**config.mk**
```make
export PLATFORM = sky130hd
export DESIGN_NAME = cache_read
export DESIGN_NICKNAME = d
export VERILOG_FILES = /design/src/rtl/cache_read_pkg.sv /design/src/rtl/cache_read_load_extract.sv /design/src/rtl/cache_read.sv
export SDC_FILE = /design/constraint.sdc
export NUM_CORES = 1
export LEC_CHECK = 0
export CORE_AREA = 2 2 180 182
export DETAILED_ROUTE_END_ITERATION = 7
export DIE_AREA = 0 0 182 184
export GPL_TIMING_DRIVEN = 0
export PLACE_DENSITY = 0.67
export SLEW_MARGIN = 10
export SYNTH_ARGS = -nofsm -noshare
export SYNTH_HDL_FRONTEND = slang
export SYNTH_SLANG_ARGS = --single-unit
```
**constraint.sdc**
```tcl
create_clock -name clk -period 5.9 [get_ports clk]
set_clock_uncertainty 0.1 [all_clocks]
set_input_delay 0.59 -clock clk [delete_from_list [all_inputs] [get_ports clk]]
set_output_delay 0.59 -clock clk [all_outputs]
set_load 0.1 [all_outputs]
```
**src/rtl/cache_read_pkg.sv**
```systemverilog
// Shared types and constants for the L1 data cache read controller.
package cache_read_pkg;

  localparam int unsigned TAG_BITS    = 22;
  localparam int unsigned INDEX_BITS  = 6;
  localparam int unsigned OFFSET_BITS = 4;
  localparam int unsigned LINE_WORDS  = 4;
  localparam int unsigned WORD_BITS   = 32;
  localparam int unsigned LINE_BITS   = LINE_WORDS * WORD_BITS;
  localparam int unsigned CNT_BITS    = OFFSET_BITS - 2;
  localparam int unsigned TYPE_BITS   = 3;
  localparam int unsigned BE_BITS     = LINE_BITS / 8;

  localparam logic [TYPE_BITS-1:0] CACHE_BYTE    = 3'b000;
  localparam logic [TYPE_BITS-1:0] CACHE_HWORD   = 3'b001;
  localparam logic [TYPE_BITS-1:0] CACHE_WORD    = 3'b010;
  localparam logic [TYPE_BITS-1:0] CACHE_BYTE_U  = 3'b100;
  localparam logic [TYPE_BITS-1:0] CACHE_HWORD_U = 3'b101;

  typedef enum logic [2:0] {
    ST_IDLE,
    ST_LOOKUP,
    ST_CHECK,
    ST_FILL,
    ST_REFILL,
    ST_RESPOND
  } state_e;

  typedef struct packed {
    logic [TAG_BITS-1:0]   tag;
    logic [INDEX_BITS-1:0] idx;
    logic [CNT_BITS-1:0]   word;
    logic [1:0]            boff;
  } addr_t;

  typedef logic [LINE_WORDS-1:0][WORD_BITS-1:0] line_t;

endpackage

```
**src/rtl/cache_read_load_extract.sv**
```systemverilog
// Selects and extends a byte/halfword/word from a 32-bit word for a load.
module cache_read_load_extract
  import cache_read_pkg::*;
(
  input  logic [WORD_BITS-1:0] word_i,
  input  logic [1:0]           boff_i,
  input  logic [TYPE_BITS-1:0] type_i,
  output logic [WORD_BITS-1:0] data_o
);

  logic [7:0]  byte_sel;
  logic [15:0] half_sel;

  always_comb begin
    byte_sel = word_i[{boff_i, 3'b000} +: 8];
    half_sel = boff_i[1] ? word_i[31:16] : word_i[15:0];
    data_o   = '0;
    case (type_i)
      CACHE_BYTE:    data_o = {{24{byte_sel[7]}}, byte_sel};
      CACHE_HWORD:   data_o = {{16{half_sel[15]}}, half_sel};
      CACHE_WORD:    data_o = word_i;
      CACHE_BYTE_U:  data_o = {24'h0, byte_sel};
      CACHE_HWORD_U: data_o = {16'h0, half_sel};
      default:       data_o = '0;
    endcase
  end

endmodule

```
**src/rtl/cache_read.sv**
```systemverilog
// L1 data cache read controller: direct-mapped lookup, 4-word line fill on miss,
// extended load result back to the core.
module cache_read
  import cache_read_pkg::*;
(
  input  logic                  clk,
  input  logic                  rst,
  input  logic [WORD_BITS-1:0]  core_addr,
  input  logic                  core_req,
  input  logic                  core_write,
  input  logic [TYPE_BITS-1:0]  core_type,
  output logic [WORD_BITS-1:0]  core_out,
  output logic                  core_wait,
  output logic                  D_req,
  output logic [WORD_BITS-1:0]  D_addr,
  output logic                  D_write,
  output logic [TYPE_BITS-1:0]  D_type,
  input  logic [WORD_BITS-1:0]  D_out,
  input  logic                  D_wait,
  output logic [INDEX_BITS-1:0] index,
  output logic [TAG_BITS-1:0]   TA_in,
  output logic                  TA_write,
  output logic                  TA_read,
  input  logic [TAG_BITS-1:0]   TA_out,
  output logic [LINE_BITS-1:0]  DA_in,
  output logic [BE_BITS-1:0]    DA_write,
  output logic                  DA_read,
  input  logic [LINE_BITS-1:0]  DA_out,
  input  logic                  valid_data_from_register,
  output logic                  valid_write,
  output logic                  valid_read
);

  state_e                 state_q, state_d;
  addr_t                  addr_q, addr_d;
  logic [TYPE_BITS-1:0]   type_q, type_d;
  logic [CNT_BITS-1:0]    cnt_q, cnt_d;
  logic                   gap_q, gap_d;
  line_t                  line_q, line_d;

  line_t                  da_line;
  logic [WORD_BITS-1:0]   ext_word;
  logic [WORD_BITS-1:0]   ext_data;
  logic                   resp_en;

  assign da_line = DA_out;
  assign D_write = 1'b0;
  assign D_type  = CACHE_WORD;

  always_ff @(posedge clk or posedge rst) begin
    if (rst) begin
      state_q <= ST_IDLE;
      addr_q  <= '0;
      type_q  <= '0;
      cnt_q   <= '0;
      gap_q   <= 1'b0;
      line_q  <= '0;
    end else begin
      state_q <= state_d;
      addr_q  <= addr_d;
      type_q  <= type_d;
      cnt_q   <= cnt_d;
      gap_q   <= gap_d;
      line_q  <= line_d;
    end
  end

  always_comb begin
    state_d     = state_q;
    addr_d      = addr_q;
    type_d      = type_q;
    cnt_d       = cnt_q;
    gap_d       = gap_q;
    line_d      = line_q;
    core_wait   = 1'b0;
    D_req       = 1'b0;
    D_addr      = '0;
    index       = '0;
    TA_in       = '0;
    TA_write    = 1'b0;
    TA_read     = 1'b0;
    DA_in       = '0;
    DA_write    = '1;
    DA_read     = 1'b0;
    valid_write = 1'b0;
    valid_read  = 1'b0;
    ext_word    = '0;
    resp_en     = 1'b0;

    case (state_q)
      ST_IDLE: begin
        if (core_req && !core_write) begin
          addr_d    = addr_t'(core_addr);
          type_d    = core_type;
          core_wait = 1'b1;
          state_d   = ST_LOOKUP;
        end
      end
      ST_LOOKUP: begin
        core_wait  = 1'b1;
        index      = addr_q.idx;
        TA_read    = 1'b1;
        DA_read    = 1'b1;
        valid_read = 1'b1;
        state_d    = ST_CHECK;
      end
      ST_CHECK: begin
        index = addr_q.idx;
        if (valid_data_from_register && (TA_out == addr_q.tag)) begin
          ext_word = da_line[addr_q.word];
          resp_en  = 1'b1;
          state_d  = ST_IDLE;
        end else begin
          core_wait = 1'b1;
          cnt_d     = '0;
          gap_d     = 1'b0;
          state_d   = ST_FILL;
        end
      end
      ST_FILL: begin
        core_wait = 1'b1;
        index     = addr_q.idx;
        // One idle cycle between word reads so the memory sees a fresh request.
        if (gap_q) begin
          gap_d = 1'b0;
        end else begin
          D_req  = 1'b1;
          D_addr = {addr_q.tag, addr_q.idx, cnt_q, 2'b00};
          if (!D_wait) begin
            line_d[cnt_q] = D_out;
            if (cnt_q == CNT_BITS'(LINE_WORDS - 1)) begin
              state_d = ST_REFILL;
            end else begin
              cnt_d = CNT_BITS'(cnt_q + 1'b1);
              gap_d = 1'b1;
            end
          end
        end
      end
      ST_REFILL: begin
        core_wait   = 1'b1;
        index       = addr_q.idx;
        TA_write    = 1'b1;
        TA_in       = addr_q.tag;
        DA_write    = '0;
        DA_in       = line_q;
        valid_write = 1'b1;
        state_d     = ST_RESPOND;
      end
      ST_RESPOND: begin
        ext_word = line_q[addr_q.word];
        resp_en  = 1'b1;
        state_d  = ST_IDLE;
      end
      default: state_d = ST_IDLE;
    endcase
  end

  cache_read_load_extract u_extract (
    .word_i (ext_word),
    .boff_i (addr_q.boff),
    .type_i (type_q),
    .data_o (ext_data)
  );

  assign core_out = resp_en ? ext_data : '0;

endmodule

```
After elaboration in Yosys (flattened, before gate mapping)
Cells that the tools add are included.
Widths: inputs -> output; s select.
Storage, ports and cells
  register bits: 169
  output and inout port bits: 247
  logic and storage cells: 93
  input port bits: 223
Cells by class
  bitwise gates (word level): 2
  shift-type cells: 1
  muxes and demuxes: 43
  reductions and logical operators: 14
  magnitude comparators: 3
  add/sub/neg operators: 1
  eq/ne operators: 17
Operators by type and width (count)
  $mux 32: 7
  $pmux 32 s5: 1
  $bmux 32 s2: 2
  $bwmux 128: 1
  $mux 128: 1
  $demux 32 s2: 1
  $pmux 32 s2: 1
  $mux 16: 2
  $shiftx 32x6->8: 1
  $eq 22x22->1: 1
  $mux 22: 1
  $pmux 3 s5: 1
  $eq 3x3->1 const B: 4
  $mux 3: 4
  $ne 2x2->1 const B: 6
  $mux 1: 11
  $mux 2: 5
  $eq 3x2->1 const B: 3
  $eq 3x1->1 const B: 2
  $logic_not 3->1: 2
  $lt 2x3->1 const B: 2
  $mux 6: 1
  $reduce_and 5->1: 1
  $pmux 1 s2: 2
  14 further kinds: 18

Depth between registers and ports, before layout
  word-level depth: 7
  depth in mapped cells: 10
  gate-level depth less buffers: 6

Cells and area by module
From an unflattened synthesis, not the netlist that was laid out.
Second synthesis, totals
  cells, all modules: 1090
  area, all modules: 11631.2 um^2
Modules (own cells, without submodules)
  cache_read: area each 10869.2 um^2, times used 1, seq. area each 4229.1 um^2, cells an instance 982
  cache_read_load_extract: area each 762.0 um^2, times used 1, seq. area each 0.0 um^2, cells an instance 108

Least setup slack after synthesis
No wires, ideal clock.
  path kind: register to output
  start point: register state_q[0]
  end point: output port core_wait
  data required time: 5.210 ns
  path buffers: 1
  arrival time: 3.487 ns
  cell stages (with the launch flop): 6
  path slack: 1.723 ns
  path through: dfrtp_1 -> buf_2 -> nor2_1 -> nand2_1 -> inv_1 -> or4_1
Between the ends
  longest elaborated chain between the ends: 3
  elaborated cells between the ends (all ways): 7
  classes of those cells: eq/ne (4); mux (1); reduce/logical (2)
RTL lines
  start, declared: line cache_read.sv:34  | state_e state_q, state_d;
  start signal, assigned: line cache_read.sv:59  | state_q <= state_d;
  $eq 3x2->1, or another cell as far along: line cache_read.sv:90  | case (state_q)
  $reduce_or 3->1 (no source line)
  $pmux 1 s3 *: line cache_read.sv:90
  end, declared: line cache_read.sv:13  | output logic core_wait,
Every way passes the cells marked *; elsewhere a longest branch is shown, timed or not.

Worst setup path after layout
  start point: input port TA_out[1]
  end point: output port core_out[2]
Between the ends
  longest elaborated chain between the ends: 7
  elaborated cells between the ends (all ways): 10
  classes of those cells: eq/ne (1); shift (1); mux (7); reduce/logical (1)
RTL lines
  start, declared: line cache_read.sv:24  | input logic [TAG_BITS-1:0] TA_out,
  $eq 22x22->1 *: line cache_read.sv:109  | if (valid_data_from_register && (TA_out == addr_q.tag)) begin
  $logic_and 1x1->1 *: line cache_read.sv:109
  $mux 32: line cache_read.sv:109
  $pmux 32 s2: line cache_read.sv:90
  $shiftx 32x6->8 / $mux 16 (equally long branches): line cache_read_load_extract.sv:15, cache_read_load_extract.sv:16
  $pmux 32 s5: line cache_read_load_extract.sv:18  | case (type_i)
  $mux 32 *: line cache_read.sv:166  | assign core_out = resp_en ? ext_data : '0;
  end, declared: line cache_read.sv:12  | output logic [WORD_BITS-1:0] core_out,
Marks and branches as above.

==> metrics.txt <==
run status=complete, no violations; number of nets with antenna violations after routing=0; fmax=around 190 MHz; top flip-flop cell by instance count after synthesis=dfrtp_1; nets=approximately 1700; quantity of gates resized following cts=0; class of the most critical setup path=in2out; via count of the first global-routing pass=between 10000 and 15000; count of final max-slew check failures=0; library cell contributing the largest single delay on the critical path=clkdlybuf4s50_1; via count=10300; HPWL after DPL=roughly 39000 um; boundary pin count=470; Synth Warn #=0; total global routing overflow=0; number of clock sinks seen by CTS=about 170; number of buffers and inverters on the critical path=3; library cell occupying the most area in the post-synthesis netlist=dfrtp_1; count of flip-flops with a built-in enable after synthesis=0; DRC viols=0; TNS Setup=0 ps; slew at the pin with the worst max-slew slack=around 1100 ps; Root Buffer=clkbuf_16; TritonCTS clock tree=done; gpl congestion=between 0.9 and 1; top cell type's share of synthesized area=0.380; antenna violations before repair=2; diode insertion count for antenna repair=0; clock buffers created by TritonCTS=17; area added between synthesis and finish=52.3%; power density relative to cell area=approximately 480 nW/um2; Overall Power=0.00813 W; per-instance average area after synthesis=approximately 12 um2; Rel. slew slack=0.266; portion of the clock cycle consumed by the worst path in the final layout=0.882; signal arrival time at the worst endpoint=about 4500 ps; Lkg Pwr=roughly 7.4 nW; wire length of the first global-routing pass=approximately 72000 um; cell area reported after detailed placement=between 15000 and 20000 um2; Final setup violation count=0; drt wl/cell=27.2 um; setup repair bufs after CTS=0; post-synthesis register bit count=about 170; area of all sequential standard cells=approximately 4200 um2; horizontal die dimension=182 um; pin count of the biggest net entering global routing=approximately 110; H-tree levels=4; Netlist cell types=between 60 and 70; setup repair after global routing missed its margin=no; clock insertion delay at the later pin of the skew report=around 430 ps; required time worst endpoint=about 5200 ps; area of the multi-input gates=6230 um2; nature of the critical path endpoint=output port; layout cells sized above 1=0.230; cell types with the largest area share after synthesis=dfrtp_1 38%, mux2_2 17%, mux4_2 9.3%; share of the yosys chip area belonging to registers=0.380; CP startpoint kind=input port; number of endpoints with negative hold slack in the final report=0; die extent in y=around 180 um; Starting Density=0.355; Hold WC Path Type=reg2reg; Max Fanout on Critical Path=10; post-layout min period=between 5000 and 6000 ps; CTS max path bufs=2; final WL=between 50000 and 60000 um; Synth Instances=about 940; post-route cell area=16900 um2; number of I/O port buffers=roughly 460; CP peak stage delay=between 1000 and 1500 ps; Max rail drop VDD=0.224 mV; length of the first detailed-routing pass in iterations=4; Post-Syn Area=roughly 11000 um2; clock-pin slew on the worst setup and hold paths=80 ps; First DRT Iteration DRCs=between 700 and 800; overall global routing resource usage=0.294; total of hold buffers inserted after clock tree synthesis=0; final core utilization=0.540; # Max-Cap Violations=0; area of the die=approximately 33000 um2; Filler cells=roughly 2800; cells traversed along the worst timing path=clkdlybuf4s50_1 -> xor2_1 -> nor3_1 -> nand4_1 -> clkbuf_8 -> nor4_1 -> nor3_1 -> o211ai_1 -> clkdlybuf4s50_1; Rows=between 60 and 70; fraction of registers with async set/reset=1.00; vias per std cell=about 5.6; core area=31400 um2; CP top delay family=buffers and inverters
cells in the mapped netlist, drive strengths merged (2+ instances only):
| cell type | number |
|---|---|
| a21boi | 4 |
| and4 | 2 |
| nand4 | 8 |
| dfrtp | 169 |
| a22o | 11 |
| nand2 | 29 |
| a22oi | 15 |
| o311ai | 2 |
| xnor2 | 4 |
| ha | 4 |
| nand2b | 3 |
| or3 | 2 |
| o211ai | 24 |
| nor4 | 17 |
| inv | 6 |
| xor2 | 19 |
| mux2 | 168 |
| nand3 | 17 |
| a32o | 5 |
| o21ai | 9 |
| mux4 | 59 |
| nor3b | 2 |
| a41o | 2 |
| nor2b | 4 |
| clkbuf | 48 |
| conb | 2 |
| a211oi | 6 |
| nand4b | 2 |
| nor3 | 11 |
| buf | 61 |
| and2 | 35 |
| a21oi | 3 |
| a32oi | 4 |
| and3 | 152 |
| o31ai | 2 |
| mux2i | 11 |
| nor2 | 12 |
worst register-to-register path, cell delays in order, from the launching register on:
cell and delay [ps]:
dfrtp_1 440, xor2_1 160, nor3_1 650, and2_1 290
a21boi_0 310, or3_1 450, o31ai_1 80
power breakdown:
part | internal, W | total (W) | switching (W)
clock network | 0.000594 | 0.00123 | 0.000632
logic | 0.00170 | 0.00485 | 0.00315
registers | 0.00165 | 0.00205 | 0.000405
total | 0.00394 | 0.00813 | 0.00419
cell usage in the layout (no fill, tap or decap), types with 5 or more instances in the layout:
master           netlist  routed
mux2i_1               11      11
mux4_1                13      13
clkbuf_1              42      42
mux4_2                46      46
buf_4                 27      27
clkbuf_8               6       6
mux2_2               168     168
inv_1                  6       5
nand4_1                7       7
buf_6                  6       6
conb_1                 2       6
and2_1                35      35
nand2_1               29      29
a211oi_1               6       6
clkdlybuf4s50_1        0     463
nand3_1               17      17
dfrtp_1              169     169
a22oi_1               15      15
a22o_1                11      11
and3_1               152     152
nor4_1                12      12
o21ai_0                8       8
nor2_1                11      11
a32o_1                 5       5
inv_12                 0       5
nor3_1                 9       9
buf_2                 27      27
xor2_1                19      19
o211ai_1              21      21
clkbuf_16              0      17
layer usage:
metal	up-vias	track usage	wire, um
met5	-	0	27
met4	4	0.0768	1030
met3	51	0.0757	3920
met2	459	0.496	24700
met1	5235	0.375	20600
li1	4542	-	-
flip-flops by register name, indices dropped and copies added, names as in the netlist:
| signal | count |
|---|---|
| line_q | 128 |
| addr_q | 32 |
| state_q | 3 |
| gap_q | 1 |
| cnt_q | 2 |
| type_q | 3 |
area by class of cell:
class,instances,share of cell area
plain buffers,109,0.0390
clock buffers,17,0.0251
clock inverters,15,0.0120
inverters,6,0.00177
multi-input cells,664,0.368
flip-flops and latches,169,0.250
well taps,402,0.0297
repair buffers,464,0.275
path summary, 6_finish.rpt:
kind                                         from                       to  slack [ps]  cells past startpoint
max                                     TA_out[1]              core_out[2]         690                      9
min                        line_q[34]$_DFFE_PP0P_   line_q[34]$_DFFE_PP0P_         420                      1
max reg2reg                addr_q[11]$_DFFE_PP0P_     cnt_q[1]$_DFFE_PP0P_        3320                      6
min reg2reg                line_q[34]$_DFFE_PP0P_   line_q[34]$_DFFE_PP0P_         420                      1
max in group asynchronous                     rst  line_q[120]$_DFFE_PP0P_        4330                      3
min in group asynchronous                     rst   line_q[67]$_DFFE_PP0P_         470                      2
kinds of logic after synthesis:
group	after synthesis	synth area share
AOI/OAI and AO/OA	92	0.0665
xor gates and xnor gates	23	0.0181
adders and majority gates	4	0.00450
buffers and inverters	115	0.0614
DFF	169	0.380
muxes	238	0.304
other	2	0.000675
and+or+nand+nor	301	0.165
per-stage QoR:
step | hold WS [ps] | setup slack (ps) | std cells
3_5_place_dp | 405 | 794 | 1814
3_3_place_gp | 397 | -1910 | 1813
6_report | 425 | 694 | 1846
2_1_floorplan | 385 | 635 | 948
4_1_cts | 423 | 720 | 1846
5_1_grt | 435 | 613 | 1846
Power figures use the tool's default switching activity.
